<file path="config.mk">
export PLATFORM = sky130hd
export DESIGN_NAME = load_store_unit_flat
export DESIGN_NICKNAME = d
export VERILOG_FILES = /design/src/rtl/rv32_pkg.sv /design/src/rtl/load_store_unit_if.sv /design/src/rtl/lsu_align.sv /design/src/rtl/load_store_unit.sv /design/src/flat_wrapper.sv
export SDC_FILE = /design/constraint.sdc
export NUM_CORES = 1
export LEC_CHECK = 0
export BUFFER_PORTS_ARGS = -buffer_cell sky130_fd_sc_hd__buf_4
export CAP_MARGIN = 40
export CORE_UTILIZATION = 50
export CTS_BUF_LIST = sky130_fd_sc_hd__clkbuf_8
export DETAILED_ROUTE_END_ITERATION = 8
export PLACE_DENSITY = 0.85
export SYNTH_ARGS = -nofsm -noshare
export SYNTH_HDL_FRONTEND = slang
export SYNTH_SLANG_ARGS = --single-unit
</file>
<file path="constraint.sdc">
create_clock -name clk -period 2.7 [get_ports clk]
set_input_delay 0.27 -clock clk [delete_from_list [all_inputs] [get_ports clk]]
set_output_delay 0.27 -clock clk [all_outputs]
set_load 0.05 [all_outputs]
</file>
<file path="src/rtl/rv32_pkg.sv">
// Shared LSU types: FSM state encoding, funct3 access codes
// and the misalignment predicate used by LSU_MISALIGN_TRAP_EN.
package rv32_pkg;

  typedef enum logic [1:0] {
    IDLE,
    REQ,
    RESP,
    DONE
  } lsu_state_t;

  localparam logic [2:0] F3_LB  = 3'b000;
  localparam logic [2:0] F3_LH  = 3'b001;
  localparam logic [2:0] F3_LW  = 3'b010;
  localparam logic [2:0] F3_LBU = 3'b100;
  localparam logic [2:0] F3_LHU = 3'b101;
  localparam logic [2:0] F3_SB  = 3'b000;
  localparam logic [2:0] F3_SH  = 3'b001;
  localparam logic [2:0] F3_SW  = 3'b010;

  function automatic logic is_misaligned(
    input logic [2:0] f3,
    input logic [1:0] off
  );
    logic half;
    logic word;
    half = (f3[1:0] == 2'b01) && off[0];
    word = (f3[1:0] == 2'b10) && (off != 2'b00);
    return half || word;
  endfunction

endpackage

</file>
<file path="src/rtl/load_store_unit_if.sv">
// Data-memory bus between the LSU (master) and memory (slave):
// request/ready handshake plus response channel.
interface load_store_unit_if;

  logic        busReqValid;
  logic        busReqReady;
  logic        busWe;
  logic [31:0] busAddr;
  logic [31:0] busWdata;
  logic [3:0]  busWstrb;
  logic        busRespValid;
  logic [31:0] busRdata;

  modport master (
    output busReqValid,
    output busWe,
    output busAddr,
    output busWdata,
    output busWstrb,
    input  busReqReady,
    input  busRespValid,
    input  busRdata
  );

  modport slave (
    input  busReqValid,
    input  busWe,
    input  busAddr,
    input  busWdata,
    input  busWstrb,
    output busReqReady,
    output busRespValid,
    output busRdata
  );

endinterface

</file>
<file path="src/rtl/lsu_align.sv">
// Byte-lane steering: store strobe/data replication and
// load lane extraction with sign/zero extension.
import rv32_pkg::*;

module lsu_align (
  input  logic [2:0]  st_funct3,
  input  logic [1:0]  st_off,
  input  logic [31:0] st_src,
  output logic [3:0]  wstrb,
  output logic [31:0] wdata,
  input  logic [2:0]  ld_funct3,
  input  logic [1:0]  ld_off,
  input  logic [31:0] rdata,
  output logic [31:0] ld_data
);

  logic [31:0] lane;

  assign lane = rdata >> {ld_off, 3'b000};

  always_comb begin
    ld_data = '0;
    unique case (1'b1)
      (ld_funct3 == F3_LB):
        ld_data = {{24{lane[7]}}, lane[7:0]};
      (ld_funct3 == F3_LH):
        ld_data = {{16{lane[15]}}, lane[15:0]};
      (ld_funct3 == F3_LW):
        ld_data = rdata;
      (ld_funct3 == F3_LBU):
        ld_data = {24'h0, lane[7:0]};
      (ld_funct3 == F3_LHU):
        ld_data = {16'h0, lane[15:0]};
      default:
        ld_data = '0;
    endcase
  end

  // Shifted strobes are truncated to 4 bits on purpose.
  always_comb begin
    wstrb = '0;
    wdata = '0;
    unique case (1'b1)
      (st_funct3 == F3_SB): begin
        wstrb = 4'b0001 << st_off;
        wdata = {4{st_src[7:0]}};
      end
      (st_funct3 == F3_SH): begin
        wstrb = 4'b0011 << st_off;
        wdata = {2{st_src[15:0]}};
      end
      (st_funct3 == F3_SW): begin
        wstrb = 4'b1111;
        wdata = st_src;
      end
      default: begin
        wstrb = '0;
        wdata = '0;
      end
    endcase
  end

endmodule

</file>
<file path="src/rtl/load_store_unit.sv">
// MEM-stage LSU: IDLE/REQ/RESP/DONE bus FSM with timeout.
// Define LSU_MISALIGN_TRAP_EN to trap misaligned accesses.
import rv32_pkg::*;

module load_store_unit #(
  parameter int TIMEOUT_CYCLES = 64
) (
  input  logic        clk,
  input  logic        reset,
  input  logic        memRead,
  input  logic        memWrite,
  input  logic [2:0]  funct3,
  input  logic [31:0] aluResult,
  input  logic [31:0] storeData,
  output logic [31:0] readData,
  output logic        memStall,
  output logic        busError,
  output logic        misaligned,
  load_store_unit_if.master bus
);

  localparam int CLOG = $clog2(TIMEOUT_CYCLES + 1);
  localparam int CW = (CLOG > 8) ? CLOG : 8;

  lsu_state_t  state;
  logic [CW-1:0] cnt;
  logic [2:0]  f3_q;
  logic [1:0]  off_q;
  logic        req_any;
  logic        is_store;
  logic        trap;
  logic        timeout;
  logic [3:0]  st_strb;
  logic [31:0] st_data;
  logic [31:0] ld_data;

  assign req_any  = memRead | memWrite;
  assign is_store = memWrite & ~memRead;
  assign timeout  = (cnt == CW'(TIMEOUT_CYCLES - 1));

`ifdef LSU_MISALIGN_TRAP_EN
  assign trap = req_any & is_misaligned(funct3, aluResult[1:0]);
`else
  assign trap = 1'b0;
`endif

  assign memStall = ((state == IDLE) && req_any)
                 || (state == REQ)
                 || (state == RESP);

  lsu_align u_align (
    .st_funct3 (funct3),
    .st_off    (aluResult[1:0]),
    .st_src    (storeData),
    .wstrb     (st_strb),
    .wdata     (st_data),
    .ld_funct3 (f3_q),
    .ld_off    (off_q),
    .rdata     (bus.busRdata),
    .ld_data   (ld_data)
  );

  always_ff @(posedge clk) begin
    if (reset) begin
      state           <= IDLE;
      cnt             <= '0;
      f3_q            <= '0;
      off_q           <= '0;
      readData        <= '0;
      busError        <= 1'b0;
      misaligned      <= 1'b0;
      bus.busReqValid <= 1'b0;
      bus.busWe       <= 1'b0;
      bus.busAddr     <= '0;
      bus.busWdata    <= '0;
      bus.busWstrb    <= '0;
    end else begin
      readData   <= '0;
      busError   <= 1'b0;
      misaligned <= 1'b0;
      unique case (state)
        IDLE: begin
          if (trap) begin
            state      <= DONE;
            misaligned <= 1'b1;
          end else if (req_any) begin
            state           <= REQ;
            cnt             <= '0;
            f3_q            <= funct3;
            off_q           <= aluResult[1:0];
            bus.busReqValid <= 1'b1;
            bus.busWe       <= is_store;
            bus.busAddr     <= {aluResult[31:2], 2'b00};
            bus.busWdata    <= is_store ? st_data : '0;
            bus.busWstrb    <= is_store ? st_strb : '0;
          end
        end
        REQ: begin
          // Abandonment takes precedence over a late handshake.
          if (timeout) begin
            state           <= DONE;
            busError        <= 1'b1;
            bus.busReqValid <= 1'b0;
          end else begin
            cnt <= cnt + 1'b1;
            if (bus.busReqReady) begin
              state           <= RESP;
              bus.busReqValid <= 1'b0;
            end
          end
        end
        RESP: begin
          if (timeout) begin
            state    <= DONE;
            busError <= 1'b1;
          end else begin
            cnt <= cnt + 1'b1;
            if (bus.busRespValid) begin
              state    <= DONE;
              readData <= bus.busWe ? '0 : ld_data;
            end
          end
        end
        DONE: begin
          state <= IDLE;
        end
        default: begin
          state <= IDLE;
        end
      endcase
    end
  end

endmodule

</file>
<file path="src/flat_wrapper.sv">
// flat-port wrapper written by rule: the top's interface ports become plain ports
module load_store_unit_flat 
#(
  parameter int TIMEOUT_CYCLES = 64
)
  (clk, reset, memRead, memWrite, funct3, aluResult, storeData, readData, memStall, busError, misaligned, bus_busReqValid, bus_busWe, bus_busAddr, bus_busWdata, bus_busWstrb, bus_busReqReady, bus_busRespValid, bus_busRdata);
  load_store_unit_if bus_i ();
  input  logic clk;
  input  logic reset;
  input  logic memRead;
  input  logic memWrite;
  input  logic [2:0] funct3;
  input  logic [31:0] aluResult;
  input  logic [31:0] storeData;
  output logic [31:0] readData;
  output logic memStall;
  output logic busError;
  output logic misaligned;
  output wire logic [$bits(bus_i.busReqValid)-1:0] bus_busReqValid;
  output wire logic [$bits(bus_i.busWe)-1:0] bus_busWe;
  output wire logic [$bits(bus_i.busAddr)-1:0] bus_busAddr;
  output wire logic [$bits(bus_i.busWdata)-1:0] bus_busWdata;
  output wire logic [$bits(bus_i.busWstrb)-1:0] bus_busWstrb;
  input wire logic [$bits(bus_i.busReqReady)-1:0] bus_busReqReady;
  input wire logic [$bits(bus_i.busRespValid)-1:0] bus_busRespValid;
  input wire logic [$bits(bus_i.busRdata)-1:0] bus_busRdata;
  assign bus_busReqValid = bus_i.busReqValid;
  assign bus_busWe = bus_i.busWe;
  assign bus_busAddr = bus_i.busAddr;
  assign bus_busWdata = bus_i.busWdata;
  assign bus_busWstrb = bus_i.busWstrb;
  assign bus_i.busReqReady = bus_busReqReady;
  assign bus_i.busRespValid = bus_busRespValid;
  assign bus_i.busRdata = bus_busRdata;
  load_store_unit #(.TIMEOUT_CYCLES(TIMEOUT_CYCLES)) u_core (.clk(clk), .reset(reset), .memRead(memRead), .memWrite(memWrite), .funct3(funct3), .aluResult(aluResult), .storeData(storeData), .readData(readData), .memStall(memStall), .busError(busError), .misaligned(misaligned), .bus(bus_i));
endmodule
</file>
==> After elaboration in Yosys (flattened, before gate mapping) <==
Index checks and enable logic that the tools add are counted.
W data, S select, Z words.
{ "classes": {"eq_ne": 14, "addsub": 1, "bitwise_logic": 6, "n_shift": 3, "n_reduce_logical": 15, "muxes": 19} }
{ "ops": {"columns": ["cell", "n"], "rows": [
  ["$pmux W32 S5", 1],
  ["$pmux W32 S3", 1],
  ["$mux W32", 1],
  ["$shr A32 B5 Y16", 1],
  ["$mux W8", 2],
  ["$pmux W8 S2", 1],
  ["$pmux W4 S3", 1],
  ["$mux W2", 5],
  ["$reduce_and A3 Y1", 3],
  ["$add A8 B1 Y8 const B", 1],
  ["$eq A8 B6 Y1 const B", 1],
  ["$pmux W2 S4", 1],
  ["$eq A3 B1 Y1 const B", 2],
  ["$eq A3 B2 Y1 const B", 2],
  ["$eq A3 B3 Y1 const B", 2],
  ["$logic_not A3 Y1", 2],
  ["$ne A3 B2 Y1 const B", 2],
  ["$reduce_or A5 Y1", 1],
  ["$eq A2 B2 Y1 const B", 2],
  ["$mux W1", 4],
  ["$mux W4", 1],
  ["$not A1 Y1", 4],
  ["$reduce_bool A2 Y1", 2],
  ["$reduce_or A2 Y1", 2],
  ["12 further kinds", 13]
]} }
{ "word_totals": {"wordCells": 69, "out_inout_bits": 105, "regBits": 116, "inputBits": 105} }

==> Logic depth before layout (Yosys ltp) <==
Gate-level depths: netlist (run 1).
{ "depth": {"word_depth": 4, "ltp_mapped": 9, "depth_no_buf": 6} }

==> Cells and area by module <==
A second synthesis (run 1) with hierarchy kept.
{ "hier_totals": {"cells_unflattened": 671, "hier_area_um2": 5501.5} }
{ "by_module_without_submodules": {"columns": ["mod", "seq_area_each_um2", "instances", "cells_per_inst", "area_per_inst_um2"], "rows": [
  ["load_store_unit", 2322.2, 1, 444, 4077.7],
  ["lsu_align", 0.0, 1, 227, 1423.9]
]} }

==> Worst setup path before layout (run 1) <==
No wires, ideal clock.
{ "synth_timing": {"kind": "reg-to-reg", "start": "reg u_core.state[0]", "end": "reg u_core.cnt[3]", "period_less_slack_ns": 1.830, "stages_incl_launch_ff": 8, "t_required_ns": 2.624, "n_path_buf": 1, "setup_ns": 0.076, "setup_slack_ns": 0.870, "arrival_ns": 1.754, "cell_sequence": "dfxtp_1 -> inv_1 -> ha_1 -> buf_2 -> or3b_1 -> o21ai_1 -> or4_1 -> a21boi_0"} }
{ "synth_via": {"elab_chain_len": 4, "word_cells_on_any_way": 9, "classes_between": "eq/ne: 4; mux: 1; reduce/logical: 4"} }
{ "synth_lines": {"columns": ["item", "line_no", "source"], "rows": [
  ["from (decl)", "load_store_unit.sv:25", "lsu_state_t state;"],
  ["from (signal assigned)", "load_store_unit.sv:65", "state <= IDLE;"],
  ["from (signal assigned)", "load_store_unit.sv:84", "state <= DONE;"],
  ["from (signal assigned)", "load_store_unit.sv:87", "state <= REQ;"],
  ["$eq A2 B2 Y1 or $eq A2 B1 Y1 (tied branches)", "load_store_unit.sv:81", "unique case (state)"],
  ["$reduce_or A2 Y1 (no source line)", null, null],
  ["$ne A2 B2 Y1 (no source line) or $reduce_bool A2 Y1 (tied branches)", null, null],
  ["$reduce_and A3 Y1 (no source line)", null, null],
  ["to (signal assigned)", "load_store_unit.sv:105", "cnt <= cnt + 1'b1;"],
  ["to (signal assigned)", "load_store_unit.sv:117", "cnt <= cnt + 1'b1;"],
  ["to (decl)", "load_store_unit.sv:26", "logic [CW-1:0] cnt;"]
]} }
Several ways; a longest one is shown, not always the timed one.
A chain may end at the register's enable or synchronous reset.

==> Worst setup path after layout (run 1) <==
{ "layout_timing": {"start": "reg u_core.state[0]", "end": "out memStall"} }
{ "layout_via": {"elab_chain_len": 4, "word_cells_on_any_way": 6, "classes_between": "eq/ne: 2; reduce/logical: 4"} }
{ "layout_lines": {"columns": ["item", "line_no", "source"], "rows": [
  ["$logic_not A2 Y1", "load_store_unit.sv:47", "assign memStall = ((state == IDLE) && req_any)"],
  ["$logic_and A1 B1 Y1", "load_store_unit.sv:47", null],
  ["$logic_or A1 B1 Y1", "load_store_unit.sv:48", "|| (state == REQ)"],
  ["$logic_or A1 B1 Y1 *", "load_store_unit.sv:49", "|| (state == RESP);"],
  ["to (decl)", "flat_wrapper.sv:16", "output logic memStall;"]
]} }
Every way passes the cells marked *; elsewhere a longest branch is shown, timed or not.

==> impl_results.md, run 1 <==
* Die footprint at 10800 um^2
* Syn Inst Count at 596
* Multi-input logic area at 2630 um^2
* FF+latch count, synth at 116
* Crit path time final at 2.24 ns
* Gr ovfl total at 0
* Post-CTS Resized at 0
* Final WL at 14800 um
* Final net count at 894
* Most common cell after layout, fill and taps aside: buf_4
* Crit path to: memStall
* Sequential element share of the synthesized area at 44.8%
* Worst r2r src: u_core.off_q[0]
* Root Driver: clkbuf_8
* Global placer's final weighted congestion at 0.862
* Crit. Startpoint: u_core.state[0]
* Worst R2R End: u_core.readData[16]
* Detailed-route DRC error count at 0
* Most used DFF post-synth: dfxtp_1
* Core ar. at 9910 um^2
* Avg Cell Area, Syn at 8.69 um^2
* RSZ-0062 raised after global routing: false
* Cts hold-fix bufs at 0
* First-pass GRT wire length at 24200 um
* Max Clock Skew at 0.0110 ns
* Max Clock Freq at 446 MHz
* Placed Instances at 899
* Via count at 5226
* Critical path class: reg -> out
* Asr flop ratio synth at 0%
* Hold Crit Class: in -> reg
* Post-synth design cell area at 5180 um^2
* R2r setup slk at 0.55 ns
* Slew Limit Fails at 0
* Reg2reg path depth at 6
* Synth Warn # at 0
* Power per cell area at 864 nW/um^2
* Status: finished, final reports clean
* Antenna-violating nets left at 0
* Layout cell share with drive strength beyond 1 at 33.0%
* Critical-path maximum fanout at 10
* Peak VDD IR at 0.549 mV
* Ant diodes at 0
* Post-CTS setup buffers at 0
* Initial Util at 52.3%
* CTS tree: done
* Fin crit share at 83.0%
* Final Hold Vio Count at 0
* Overall Global Routing Usage at 27.4%
* Vias per cell at 5.61
* Endpoints failing setup at 0
* Area delta synth->final at 38.2%
* Row count at 36
* I/O Buffers at 206
* Die width at 104 um
* HPWL Detailed at 10600 um
* Maxcap violations at 0
* Post-synth EDFFs at 0
* Commonest non-fill, non-tap cells in the layout: buf_4 (217), dfxtp_1 (116), nand2_1 (96)
* Max-Slew Margin vs Limit at 40.2%
* CTS buffer count at 17
* 1st-pass router iterations at 6
* Pleak at 3.06 nW
* Critical path arrival at 1.97 ns
* TritonCTS Sinks at 116
* Vias in the first global route at 5039
* # fillers at 739
* Die height at 104 um
* Setup TNS at 0 ns
* Non-Filler Instances at 931
* Worst-Skew Late Latency at 0.41 ns
* Largest net degree at the start of global routing at 75
* Clk pin slew, worst setup/hold paths at 0.07 ns
* CP endpoint kind: primary output
* I/O pin cnt at 210
* Clk buf depth at 2
* Least-Margin Pin Slew at 0.893 ns
* Wire length per cell at 15.9 um
* Yosys cell types at 53
* H-tree levels at 4
* Worst setup SP type: flop
* Starting DRT DRC Count at 266
* Initial antenna violation count at 0
* Reg area at 2320 um^2
* CP Data Required Time at 2.43 ns
[cell usage after synthesis (3+ instances only)]
| cell type | instances | area (um^2) |
|---|---|---|
| o31ai_1 | 3 | 22.5 |
| inv_1 | 7 | 26.3 |
| nor3_1 | 3 | 15.0 |
| a21boi_0 | 4 | 30.0 |
| o2bb2ai_1 | 7 | 61.3 |
| nand2_1 | 96 | 360 |
| ha_1 | 4 | 50.1 |
| nand3_1 | 7 | 35.0 |
| mux4_2 | 5 | 113 |
| buf_1 | 3 | 11.3 |
| a22o_1 | 8 | 70.1 |
| buf_2 | 9 | 45.0 |
| a22oi_1 | 48 | 360 |
| o21ai_0 | 25 | 125 |
| buf_4 | 3 | 22.5 |
| nand3b_1 | 12 | 90.1 |
| nor2_1 | 48 | 180 |
| nor2b_1 | 4 | 25.0 |
| clkbuf_1 | 32 | 120 |
| mux2i_1 | 31 | 310 |
| a21oi_1 | 70 | 350 |
| nand2b_1 | 10 | 62.6 |
| dfxtp_1 | 116 | 2320 |
[layer usage]
layer	wire length, um	part of all wire [%]	track usage [%]
met4	282	1.9	10.1
met2	7260	49	45.8
met5	0	0	0
met1	6040	41	33.5
met3	1260	8.5	7.99
[worst min-delay path by stage]
stage	from	to	slack, ns	cells past startpoint
2_1_floorplan	memRead	u_core.bus.busWe	0.37	1
3_3_place_gp	u_core.bus.busAddr[2]	u_core.bus.busAddr[2]	0.44	2
3_5_place_dp	u_core.bus.busAddr[14]	u_core.bus.busAddr[14]	0.45	2
4_1_cts	reset	u_core.cnt[1]	0.05	2
5_1_grt	reset	u_core.cnt[1]	0.06	2
6_report	reset	u_core.bus.busReqValid	0.08	2
[registers in the layout, indices dropped and copies added (netlist names)]
| register | flops |
|---|---|
| u_core.readData | 32 |
| u_core.bus.busReqValid | 1 |
| u_core.off_q | 2 |
| u_core.bus.busWdata | 32 |
| u_core.busError | 1 |
| u_core.f3_q | 3 |
| u_core.bus.busAddr | 30 |
| u_core.cnt | 8 |
| u_core.state | 2 |
| u_core.bus.busWstrb | 4 |
| u_core.bus.busWe | 1 |
[cell type report]
| cell class | count | area share, % |
|---|---|---|
| clock buffers | 18 | 3.46 |
| clock inverters | 14 | 1.84 |
| well taps | 133 | 2.33 |
| multi-input cells | 426 | 36.8 |
| repair buffers | 217 | 22.8 |
| inverters | 7 | 0.367 |
| flip-flops and latches | 116 | 32.4 |
[logic make-up after synthesis]
| kind of cell | synth area share, % |
|---|---|
| simple gates | 18.2 |
| buf+inv | 4.78 |
| flops | 44.8 |
| fa+ha+maj | 0.966 |
| compound gates | 21.8 |
| other cells | 0.0724 |
| mux | 9.40 |
[where the power goes]
part / internal, mW / leakage [nW] / switching [mW]
Combinational: 0.849 / 1.94 / 1.72
Clock: 0.759 / 0.175 / 0.745
Sequential: 1.94 / 0.944 / 0.179
Total: 3.54 / 3.06 / 2.64
[critical path, stage by stage (launching register included)]
cell	delay (ns)
dfxtp_1	0.39
inv_1	0.10
ha_1	0.33
o21a_1	0.22
or3_1	0.33
buf_4	0.20
[through the flow]
step | hold WS, ns | utilization, % | setup slack (ns) | power, mW | instance area (um^2)
finish | 0.0825 | 72.2 | 0.458 | 6.19 | 7160
global route | 0.0628 | 72.2 | 0.350 | 6.52 | 7160
CTS | 0.0514 | 72.2 | 0.458 | 6.21 | 7160
detailed placement | 0.450 | 68.4 | 0.604 | 4.69 | 6780
global placement | 0.443 | 68.4 | 0.759 | 4.61 | 6780
floorplan | 0.370 | - | 0.870 | 3.95 | 5190
Power figures use the tool's default switching activity.
==> inputs of run 2 (changes only) <==
--- a/config.mk
+++ b/config.mk
@@ -7,10 +7,10 @@
 export LEC_CHECK = 0
 export BUFFER_PORTS_ARGS = -buffer_cell sky130_fd_sc_hd__buf_4
 export CAP_MARGIN = 40
-export CORE_UTILIZATION = 50
+export CORE_UTILIZATION = 45
 export CTS_BUF_LIST = sky130_fd_sc_hd__clkbuf_8
 export DETAILED_ROUTE_END_ITERATION = 8
-export PLACE_DENSITY = 0.85
+export PLACE_DENSITY = 0.81
 export SYNTH_ARGS = -nofsm -noshare
 export SYNTH_HDL_FRONTEND = slang
 export SYNTH_SLANG_ARGS = --single-unit
==> constraint.sdc (replaced) <==
create_clock -name clk -period 2 [get_ports clk]
set_input_delay 0.2 -clock clk [delete_from_list [all_inputs] [get_ports clk]]
set_output_delay 0.2 -clock clk [all_outputs]
set_load 0.05 [all_outputs]
==> run 2 against run 1 <==
Critical path type unchanged. Non-clock buffer count grew 46. Combinational power rose by 53%. Via count is 4.5% higher. Final area increased by 7.4%. Critical path depth down 1. Sequential cell count unchanged.
==> impl_results.md, run 2 (same netlist as run 1, synthesis figures left out) <==
* Largest net degree at the start of global routing at 73
* Crit. Startpoint: u_core.state[0]
* Critical-path maximum fanout at 4
* Slew Limit Fails at 0
* Endpoints failing setup at 0
* RSZ-0062 raised after global routing: false
* Overall Global Routing Usage at 26.8%
* Critical path arrival at 1.72 ns
* I/O pin cnt at 210
* Least-Margin Pin Slew at 0.735 ns
* H-tree levels at 4
* I/O Buffers at 206
* Max-Slew Margin vs Limit at 51.0%
* Ant diodes at 0
* Row count at 38
* Vias in the first global route at 5284
* Vias per cell at 5.56
* Peak VDD IR at 0.836 mV
* Worst-Skew Late Latency at 0.44 ns
* Fin util at 69.7%
* Clk pin slew, worst setup/hold paths at 0.07 ns
* Power Total at 8.81 mW
* Max Clock Freq at 520 MHz
* HPWL Detailed at 11000 um
* TritonCTS Sinks at 116
* Die width at 109 um
* Maxcap violations at 0
* # fillers at 825
* Slowest cell on the critical path: or3_4
* Max Clock Skew at 0.00963 ns
* CTS tree: done
* CP peak stage delay at 0.42 ns
* Initial antenna violation count at 0
* Power per cell area at 1150 nW/um^2
* Commonest non-fill, non-tap cells in the layout: buf_4 (225), dfxtp_1 (114), nand2_1 (96)
* Final Hold Vio Count at 0
* CTS buffer count at 17
* Initial Util at 47.0%
* Worst r2r src: u_core.state[1]
* Hold Crit Class: in -> reg
* Antenna-violating nets left at 0
* Status: finished, final reports clean
* Worst setup SP type: flop
* Hold_sp: bus_busRdata[2]
* Critical path class: reg -> out
* Via count at 5462
* Detailed-route DRC error count at 0
* Layout cell share with drive strength beyond 1 at 33.5%
* Wire length per cell at 16.4 um
* Clk buf depth at 2
* Core ar. at 11000 um^2
* Top Registers: u_core.bus.busWdata: 32 flops, u_core.readData: 32 flops, u_core.bus.busAddr: 30 flops
* Most common cell after layout, fill and taps aside: buf_4
* Global placer's final weighted congestion at 0.864
* CP Data Required Time at 1.80 ns
* CP endpoint kind: primary output
* Gr ovfl total at 0
* Fin crit share at 96.2%
* Crit path time final at 1.92 ns
* Starting DRT DRC Count at 360
* Root Driver: clkbuf_8
* Crit path cell chain: buf_4, ha_1, or3_4, buf_8
* Area delta synth->final at 48.4%
* 1st-pass router iterations at 7
* Final net count at 940
* First-pass GRT wire length at 24800 um
* Final WL at 16100 um
* Die footprint at 11900 um^2
* Die height at 109 um
* Pleak at 3.32 nW
==> run 2: changes by cell type in the layout (fill, tap and decap cells not counted), sizes merged <==
cell,delta
inv,+1
buf,+12
clkinvlp,-6
clkinv,-2
clkbuf,+5
dlygate4sd3,+34
==> run 2: where the power goes <==
part	switching [mW]	internal, mW
clock network	0.906	1.15
registers	0.223	2.62
logic	2.49	1.43
==> run 2: final cells by class <==
class	instances	area, um^2	area share [%]
Tap cell	140	175	2.28
Sequential cell	116	2320	30.2
Multi-Input combinational cell	426	2690	34.9
Clock inverter	7	56.3	0.733
Inverter	7	28.8	0.374
Timing Repair Buffer	263	2100	27.3
Clock buffer	23	317	4.12
==> run 2: through the flow <==
stage | cells | instance area [um^2] | setup WS (ns) | TNS, ns | hold WS (ns)
after floorplan | 598 | 5190 | 0.170 | 0 | 0.300
after global routing | 982 | 7690 | 0.00965 | 0 | 0.0132
after CTS | 982 | 7650 | 0.00221 | 0 | 0.00166
final | 982 | 7690 | 0.0759 | 0 | 0.0286
after detailed placement | 916 | 6890 | -0.182 | -0.345 | 0.448
after global placement | 915 | 6880 | -0.134 | -0.371 | 0.441
==> run 2: path summary, 6_finish.rpt <==
check | cells past startpoint | endpoint | slack [ns]
setup / recovery | 4 | memStall | 0.08
hold / removal | 3 | u_core.readData[2] | 0.03
setup reg to reg | 7 | u_core.bus.busWdata[1] | 0.24
hold reg to reg | 2 | u_core.bus.busAddr[29] | 0.46
==> run 2: critical path, delay by kind of cell, from the launching register on <==
family                   cells  cell delay, ns
adder cells (fa/ha/maj)      1            0.26
buffers and inverters        2            0.29
flip-flops                   1            0.32
AND/OR/NAND/NOR              1            0.42
==> run 2: routing by layer <==
layer	track usage (%)	vias to the layer above	wire, um
met5	0	-	0
met4	13.1	0	388
met3	8.89	30	1320
met2	44.3	262	7820
met1	31.2	2584	6560
li1	-	2586	-
==> run 2: what timing repair did <==
| action | 4_1_cts | 5_1_grt |
|---|---|---|
| buffers inserted | 2 | 1 |
| hold endpoints to repair | 35 | 0 |
| hold buffers | 34 | 0 |
| pin swaps | 1 | 2 |
| gates cloned | 0 | 0 |
| setup endpoints to repair | 8 | 8 |
| resized for setup | 9 | 10 |
